[config.mk]
export PLATFORM = sky130hd
export DESIGN_NAME = mem_bus_arbiter
export DESIGN_NICKNAME = d
export VERILOG_FILES = /design/src/rtl/mem_bus_arbiter.sv
export SDC_FILE = /design/constraint.sdc
export NUM_CORES = 1
export LEC_CHECK = 0
export ABC_AREA = 0
export ABC_CLOCK_PERIOD_IN_PS = 2870
export CORE_MARGIN = 2
export CORE_UTILIZATION = 45
export CTS_CLUSTER_SIZE = 40
export DETAILED_ROUTE_END_ITERATION = 6
export PLACE_DENSITY = 0.89
export SETUP_SLACK_MARGIN = 0.02
export SYNTH_ARGS = -nofsm -noshare
export SYNTH_HDL_FRONTEND = slang
export SYNTH_SLANG_ARGS = --single-unit
[constraint.sdc]
create_clock -name clk -period 2.87 [get_ports clk]
set_clock_uncertainty 0.05 [all_clocks]
set_input_delay 0.574 -clock clk [delete_from_list [all_inputs] [get_ports clk]]
set_output_delay 0.574 -clock clk [all_outputs]
set_load 0.02 [all_outputs]
[src/rtl/mem_bus_arbiter.sv]
// Two-requester round-robin arbiter and burst sequencer for the shared
// memory command bus. One requester owns the bus at a time. Each granted
// burst is issued as one registered en/wr/addr beat per clock.
module mem_bus_arbiter #(
    parameter int ADDR_W = 6,
    parameter int LEN_W  = 3
) (
    input  logic              clk,
    input  logic              rst,
    input  logic              req0,
    input  logic              wr0,
    input  logic [ADDR_W-1:0] addr0,
    input  logic [LEN_W-1:0]  len0,
    input  logic              req1,
    input  logic              wr1,
    input  logic [ADDR_W-1:0] addr1,
    input  logic [LEN_W-1:0]  len1,
    output logic              gnt0,
    output logic              gnt1,
    output logic              done0,
    output logic              done1,
    output logic              en,
    output logic              wr,
    output logic [ADDR_W-1:0] addr,
    output logic              busy
);

    typedef enum logic {
        IDLE  = 1'b0,
        BURST = 1'b1
    } state_t;

    state_t            state;
    logic              owner;       // requester that owns the current burst
    logic              last_gnt;    // requester granted most recently
    logic [LEN_W-1:0]  beats_left;  // beats still to issue after the current one

    logic              pick_vld;
    logic              pick;
    logic              sel_wr;
    logic [ADDR_W-1:0] sel_addr;
    logic [LEN_W-1:0]  sel_len;
    logic              last_beat;

    assign last_beat = (state == BURST) && (beats_left == '0);

    // Choose the next owner: in IDLE from any requester, on a last beat only
    // the other requester, so a finishing owner always sees an idle cycle.
    always_comb begin
        pick_vld = 1'b0;
        pick     = 1'b0;
        if (state == IDLE) begin
            if (req0 && req1) begin
                pick_vld = 1'b1;
                pick     = ~last_gnt;
            end else if (req0) begin
                pick_vld = 1'b1;
                pick     = 1'b0;
            end else if (req1) begin
                pick_vld = 1'b1;
                pick     = 1'b1;
            end
        end else if (last_beat) begin
            if (!owner && req1) begin
                pick_vld = 1'b1;
                pick     = 1'b1;
            end else if (owner && req0) begin
                pick_vld = 1'b1;
                pick     = 1'b0;
            end
        end
        sel_wr   = pick ? wr1   : wr0;
        sel_addr = pick ? addr1 : addr0;
        sel_len  = pick ? len1  : len0;
    end

    // Burst sequencer: latch the winner's command on grant, then step the
    // address once per beat and flag the final beat with done.
    always_ff @(posedge clk or posedge rst) begin
        if (rst) begin
            state      <= IDLE;
            owner      <= 1'b0;
            last_gnt   <= 1'b1;
            beats_left <= '0;
            gnt0       <= 1'b0;
            gnt1       <= 1'b0;
            done0      <= 1'b0;
            done1      <= 1'b0;
            en         <= 1'b0;
            wr         <= 1'b0;
            addr       <= '0;
            busy       <= 1'b0;
        end else if (pick_vld) begin
            state      <= BURST;
            owner      <= pick;
            last_gnt   <= pick;
            beats_left <= sel_len;
            gnt0       <= ~pick;
            gnt1       <= pick;
            done0      <= ~pick && (sel_len == '0);
            done1      <= pick && (sel_len == '0);
            en         <= 1'b1;
            wr         <= sel_wr;
            addr       <= sel_addr;
            busy       <= 1'b1;
        end else if ((state == BURST) && !last_beat) begin
            beats_left <= beats_left - LEN_W'(1);
            addr       <= addr + ADDR_W'(1);
            done0      <= ~owner && (beats_left == LEN_W'(1));
            done1      <= owner && (beats_left == LEN_W'(1));
        end else begin
            state      <= IDLE;
            beats_left <= '0;
            gnt0       <= 1'b0;
            gnt1       <= 1'b0;
            done0      <= 1'b0;
            done1      <= 1'b0;
            en         <= 1'b0;
            wr         <= 1'b0;
            addr       <= '0;
            busy       <= 1'b0;
        end
    end

endmodule

==> metrics.md, run 1 <==
| Metric | Value |
|---|---|
| Setup TNS | 0 ps |
| Initial antenna violation count | 0 |
| Critical Path Sink Type | primary output |
| Req. time, crit path | between 2000 and 2500 ps |
| Initial DRT Pass Iterations | 4 |
| Skew-Pair Late Insertion Delay | roughly 300 ps |
| Crit path DAT | approximately 1500 ps |
| Seq/Total Area, Yosys | 48.0% |
| Die Y | slightly below 50 um |
| Area grow syn2layout | 43.2% |
| Post-DP HPWL | between 1.5 and 2 mm |
| Ys flop type | dfrtp_1 |
| Die Area | around 2300 um^2 |
| Top cells by count, synth | dfrtp_1, inv_1, o21ai_0, a22oi_1, ha_1 |
| Hold buffers post-CTS | 0 |
| TritonCTS clock tree | built |
| Resized cells post-CTS | 0 |
| First-pass GRT wire length | between 3 and 4 mm |
| Number of register bits inferred by synthesis | 17 |
| Max VDD drop | 0.000628 V |
| Syn Std Cell Area | a little under 900 um^2 |
| GRT Overall Usage | a little under a fifth |
| N_diodes | 0 |
| Largest delay contributor family on the critical path | buffers and inverters |
| Synth async-reset ratio | 100% |
| Routed Wire Length | between 2 and 2.5 mm |
| Chip width | 48.5 um |
| CP Class | reg -> out |
| Largest net degree at the start of global routing | 18 |
| Min Hold Slack | 442 ps |
| Max Clock Freq | 479 MHz |
| CP peak stage delay | about 660 ps |
| Share of cells above drive strength 1 | a little under a tenth |
| DP Worst Slack | ~660 ps |
| Inserted Clock Buffers | 3 |
| Root buffer cell | clkbuf_4 |
| Logic gate share of total power | a little over half |
| Wirelength per Cell | roughly 14 um |
| DR vias/cell | between 5 and 6 |
| Register Area | about 430 um^2 |
| Slowest CP cell | clkdlybuf4s50_1 |
| RSZ-0062 raised after global routing | false |
| 1st-iter DRT viols | 31 |
| Total gr overflow | 0 |
| Vias in the first global route | 771 |
| Fin. Hold Viols | 0 |
| Worst setup margin | slightly below 800 ps |
| P_leak | between 0.5 and 0.6 nW |
| Psw | ~0.53 mW |
| Yosys top cell area share | a little under half |
| Gpl congestion | approximately 0.76 |
| HP Class | reg -> reg |
| Vias | roughly 750 |
| CTS max path bufs | 2 |
| Synth unique cells | 31 |
| EDFF count, synth | 0 |
| CP Cell Sequence | clkdlybuf4s50_1 |
| P_int | ~0.75 mW |
| Area leader, netlist | dfrtp_1 |
| Clock-pin slew on the worst setup and hold paths | about 100 ps |
| Most common cell in the synthesized netlist | dfrtp_1 |
| Syn Area/Cell | approximately 11 um^2 |
| Row Count | 16 |
| Setup-failing EPs final | 0 |
| PD cells | ~1000 nW/um^2 |
| Startpoint types | flop |
| Post-CTS setup buffer count | 0 |
| Post-layout util | approximately two thirds |
| H-tree depth | 1 |
| Part of the cycle the worst path needs | 72.7% |
| I/O Buffers | 36 |
| Clock share of power | a little over a tenth |
| Max cap viols | 0 |
| Measured slew at the worst slew-check pin | between 600 and 700 ps |
| Yosys synthesis warning count | 0 |
| Synth Instances | just over 80 |
| CP Max Fanout | 9 |
| Nets | 146 |
| DRT antenna net count | 0 |
| Power share of the sequential group | 35.1% |
| Tmin final | ~2100 ps |
| Slew headroom | 57.2% |
| Synthesized Nets | around 110 |
| Top cells by area, synth | dfrtp_1, ha_1, a22oi_1 |
| Fill count | ~160 |
| CTS Sinks | 17 |
| Placeable Area | about 1900 um^2 |
| Combined area of the multi-input logic cells | 395 um^2 |
| Switching share of power | between 40 and 50% |
| I/O pin cnt | 37 |
| Max Slew Vio Count | 0 |
| Status | finished clean |
| Initial Util | between 40 and 50% |
| Residual DRC | 0 |
| Worst path buffer plus inverter count | 1 |
[sequential cells by signal, indices dropped and copies added (netlist names)]
name,count
done0,1
last_gnt,1
addr,6
beats_left,3
state,1
wr,1
gnt0,1
gnt1,1
owner,1
done1,1
[layer usage]
layer / part of all wire (%) / global-route usage [%] / vias up
li1: - / - / 362
met1: 41 / 19.7 / 361
met2: 53 / 33.8 / 21
met3: 4.4 / 4.63 / 5
met4: 2.0 / 8.10 / 0
met5: 0 / 0 / -
[power by group through the flow]
| stage | combinational, mW | clock (mW) | sequential, mW |
|---|---|---|---|
| floorplan | 0.388 | 0 | 0.525 |
| global placement | 0.675 | 0 | 0.447 |
| detailed placement | 0.700 | 0 | 0.454 |
| CTS | 0.706 | 0.133 | 0.450 |
| global route | 0.771 | 0.148 | 0.462 |
| finish | 0.698 | 0.133 | 0.449 |
[through the flow]
step / instances / total power, mW / area (um^2)
finish: 144 / 1.28 / 1270
CTS: 144 / 1.29 / 1270
floorplan: 81 / 0.913 / 890
detailed placement: 140 / 1.15 / 1250
global route: 144 / 1.38 / 1270
global placement: 140 / 1.12 / 1250
[cell families after synthesis]
| family | count (synthesis) | synth area share (%) |
|---|---|---|
| AO/OA/AOI/OAI | 25 | 21.5 |
| XOR/XNOR | 4 | 3.94 |
| adder cells (fa/ha/maj) | 4 | 5.63 |
| buffers and inverters | 12 | 7.59 |
| flip-flops | 17 | 48.0 |
| multiplexers | 3 | 3.38 |
| AND/OR/NAND/NOR | 16 | 9.99 |
[path summary, 6_finish.rpt]
kind	end	depth (start not counted)	startpoint	slack (ps)
setup / recovery	busy	1	state	780
hold / removal	gnt1	1	gnt1	440
setup reg to reg	addr[4]	7	beats_left[0]	970
hold reg to reg	gnt1	1	gnt1	440
max in group asynchronous	state	2	rst	1760
min in group asynchronous	addr[2]	2	rst	590
[placed cells by master, fill, tap and decap left out, types with 2 or more instances in the layout]
master and instances:
o21ai_0 6, and3_1 2, nand2_1 3, clkdlybuf4s50_1 36, mux2i_1 3, xor2_1 3
and2b_1 2, a22oi_1 5, ha_1 4, o22ai_1 3, nor3_1 2, nand3_1 3
inv_1 8, a222oi_1 2, clkbuf_4 3, a21o_2 3, dfrtp_1 16
[final cells by class]
class                      count  share of cell area (%)
clock buffer                   3                    1.77
clock inverter                 1                   0.393
inverter                       8                    2.36
multi-input combinational     52                    31.0
sequential                    17                    33.5
tap                           27                    2.65
timing repair buffer          36                    28.3
(Power assumes the default switching activity.)
==> run 2, diff against run 1 <==
--- a/config.mk
+++ b/config.mk
@@ -6,12 +6,12 @@
 export NUM_CORES = 1
 export LEC_CHECK = 0
 export ABC_AREA = 0
-export ABC_CLOCK_PERIOD_IN_PS = 2870
+export ABC_CLOCK_PERIOD_IN_PS = 2070
 export CORE_MARGIN = 2
-export CORE_UTILIZATION = 45
+export CORE_UTILIZATION = 41
 export CTS_CLUSTER_SIZE = 40
 export DETAILED_ROUTE_END_ITERATION = 6
-export PLACE_DENSITY = 0.89
+export PLACE_DENSITY = 0.82
 export SETUP_SLACK_MARGIN = 0.02
 export SYNTH_ARGS = -nofsm -noshare
 export SYNTH_HDL_FRONTEND = slang
==> constraint.sdc (replaced) <==
create_clock -name clk -period 2.07 [get_ports clk]
set_clock_uncertainty 0.05 [all_clocks]
set_input_delay 0.414 -clock clk [delete_from_list [all_inputs] [get_ports clk]]
set_output_delay 0.414 -clock clk [all_outputs]
set_load 0.02 [all_outputs]
==> metrics.md, run 2 (same netlist as run 1, synthesis figures left out) <==
| Metric | Value |
|---|---|
| P_leak | 0.570 nW (-0.43%) |
| Initial Util | 44.4% (-1.9 points) |
| PD cells | 1410 nW/um^2 (+40%) |
| Gpl congestion | 0.818 (+8.2%) |
| Initial antenna violation count | 0 (unchanged) |
| TritonCTS clock tree | built |
| Startpoint types | flop |
| Die Area | 2560 um^2 (+8.9%) |
| CTS Sinks | 17 (unchanged) |
| Largest registers | addr: 6 flops, beats_left: 3 flops |
| Status | finished clean |
| 1st-iter DRT viols | 29 (-6.5%) |
| Crit path DAT | 1490 ps (+30 ps) |
| I/O Buffers | 36 (unchanged) |
| Critical Path Sink Type | primary output |
| Req. time, crit path | 1610 ps (-640 ps) |
| Nets | 146 (unchanged) |
| Residual DRC | 0 (unchanged) |
| Vias in the first global route | 740 (-4.0%) |
| I/O pin cnt | 37 (unchanged) |
| Max Slew Vio Count | 0 (unchanged) |
| Area grow syn2layout | 43.9% |
| GRT Overall Usage | 17.8% (-0.53 points) |
| Vias | 769 (+2.7%) |
| Top reg by flops | addr |
| N_diodes | 0 (unchanged) |
| Root buffer cell | clkbuf_4 |
| Clock share of power | 10.2% (-0.2 points) |
| Skew-Pair Late Insertion Delay | 300 ps (about the same) |
| Setup TNS | 0 ps (unchanged) |
| Reg-to-reg slack, setup | 160 ps (-810 ps) |
| Row Count | 16 (unchanged) |
| RSZ-0062 raised after global routing | false |
| Max reg flops | 6 (unchanged) |
| P_int | 1.05 mW (+40%) |
| Tmin final | 1950 ps |
| Commonest non-fill, non-tap cell in the layout | clkdlybuf4s50_1 |
| Post-CTS setup buffer count | 0 (unchanged) |
| CP Class | reg -> out |
| Setup-failing EPs final | 0 (unchanged) |
| Post-layout util | 63.9% (-2.3 points) |
| DR vias/cell | 5.34 (+2.7%) |
| Logic gate share of total power | 54.9% (+0.4 points) |
| DRT antenna net count | 0 (unchanged) |
| Psw | 0.744 mW (+41%) |
| Hold buffers post-CTS | 0 (unchanged) |
| Post-DP HPWL | 1.57 mm (+3.2%) |
| Inserted Clock Buffers | 3 (unchanged) |
| Slew headroom | 57.6% (+0.42 points) |
| Measured slew at the worst slew-check pin | 635 ps (-6.31 ps) |
| Clock-pin slew on the worst setup and hold paths | 100 ps (about the same) |
| Share of cells above drive strength 1 | 8.55% (-0.85 points) |
| CP Max Fanout | 9 (unchanged) |
| HP Class | in -> async |
| CP peak stage delay | 660 ps (about the same) |
| First-pass GRT wire length | 3.41 mm (+2.7%) |
| Max VDD drop | 0.000802 V (+28%) |
| CP Cell Sequence | clkdlybuf4s50_1 |
| CTS max path bufs | 2 (unchanged) |
| Worst path buffer plus inverter count | 1 (unchanged) |
| Total gr overflow | 0 (unchanged) |
| Power share of the sequential group | 34.9% (-0.2 points) |
| Die Y | 50.6 um (+4.4%) |
| Max Clock Freq | around 510 MHz |
| Largest net degree at the start of global routing | 18 (unchanged) |
| Routed Wire Length | 2.08 mm (+3.6%) |
| Resized cells post-CTS | 0 (unchanged) |
| H-tree depth | 1 (unchanged) |
| Slowest CP cell | clkdlybuf4s50_1 |
| Most frequent cells in the layout | clkdlybuf4s50_1, dfrtp_1, inv_1 |
| Wirelength per Cell | 14.5 um (+3.6%) |
| Max cap viols | 0 (unchanged) |
| Switching share of power | 41.4% (+0.17 points) |
| Initial DRT Pass Iterations | 4 (unchanged) |
| Largest delay contributor family on the critical path | buffers and inverters |
| Fin. Hold Viols | 0 (unchanged) |
| Placeable Area | 2000 um^2 (+4.2%) |
| Part of the cycle the worst path needs | 94.4% |
| Chip width | 50.6 um (+4.4%) |
## run 2: through the flow
stage	hold slack, ps	std cells	setup slack, ps	instance area [um^2]	power, mW
final	437	144	116	1280	1.80
after detailed placement	416	140	33.3	1250	1.60
after floorplan	289	81	232	890	1.27
after global placement	415	140	85.9	1250	1.57
after global routing	451	144	33.1	1280	1.92
after CTS	439	144	82.6	1270	1.79
## run 2: layout make-up
type / instances / area, um^2
clock buffers: 4 / 26.3
fillers: 161 / 722
inverters: 8 / 30.0
multi-input cells: 52 / 403
flip-flops and latches: 17 / 427
well taps: 27 / 33.8
repair buffers: 36 / 360
## run 2: routing by layer
| metal | vias up | GRT usage, % | part of all wire, % |
|---|---|---|---|
| li1 | 365 | - | - |
| met1 | 372 | 21.6 | 41 |
| met2 | 27 | 31.1 | 52 |
| met3 | 5 | 2.38 | 5.5 |
| met4 | 0 | 8.11 | 1.8 |
| met5 | - | 0 | 0 |
## run 2: worst paths after layout
kind | start | cells after the start | endpoint
setup / recovery | state | 1 | en
hold / removal | rst | 2 | state
setup reg to reg | beats_left[0] | 6 | wr
hold reg to reg | gnt0 | 1 | gnt0
max in group asynchronous | rst | 2 | addr[2]
min in group clk | gnt0 | 1 | gnt0
## run 2: power groups by stage
stage | clock (mW) | sequential [mW] | combinational [mW]
floorplan | 0 | 0.728 | 0.538
global route | 0.203 | 0.652 | 1.07
finish | 0.183 | 0.628 | 0.988
detailed placement | 0 | 0.632 | 0.971
CTS | 0.184 | 0.624 | 0.984
global placement | 0 | 0.624 | 0.949
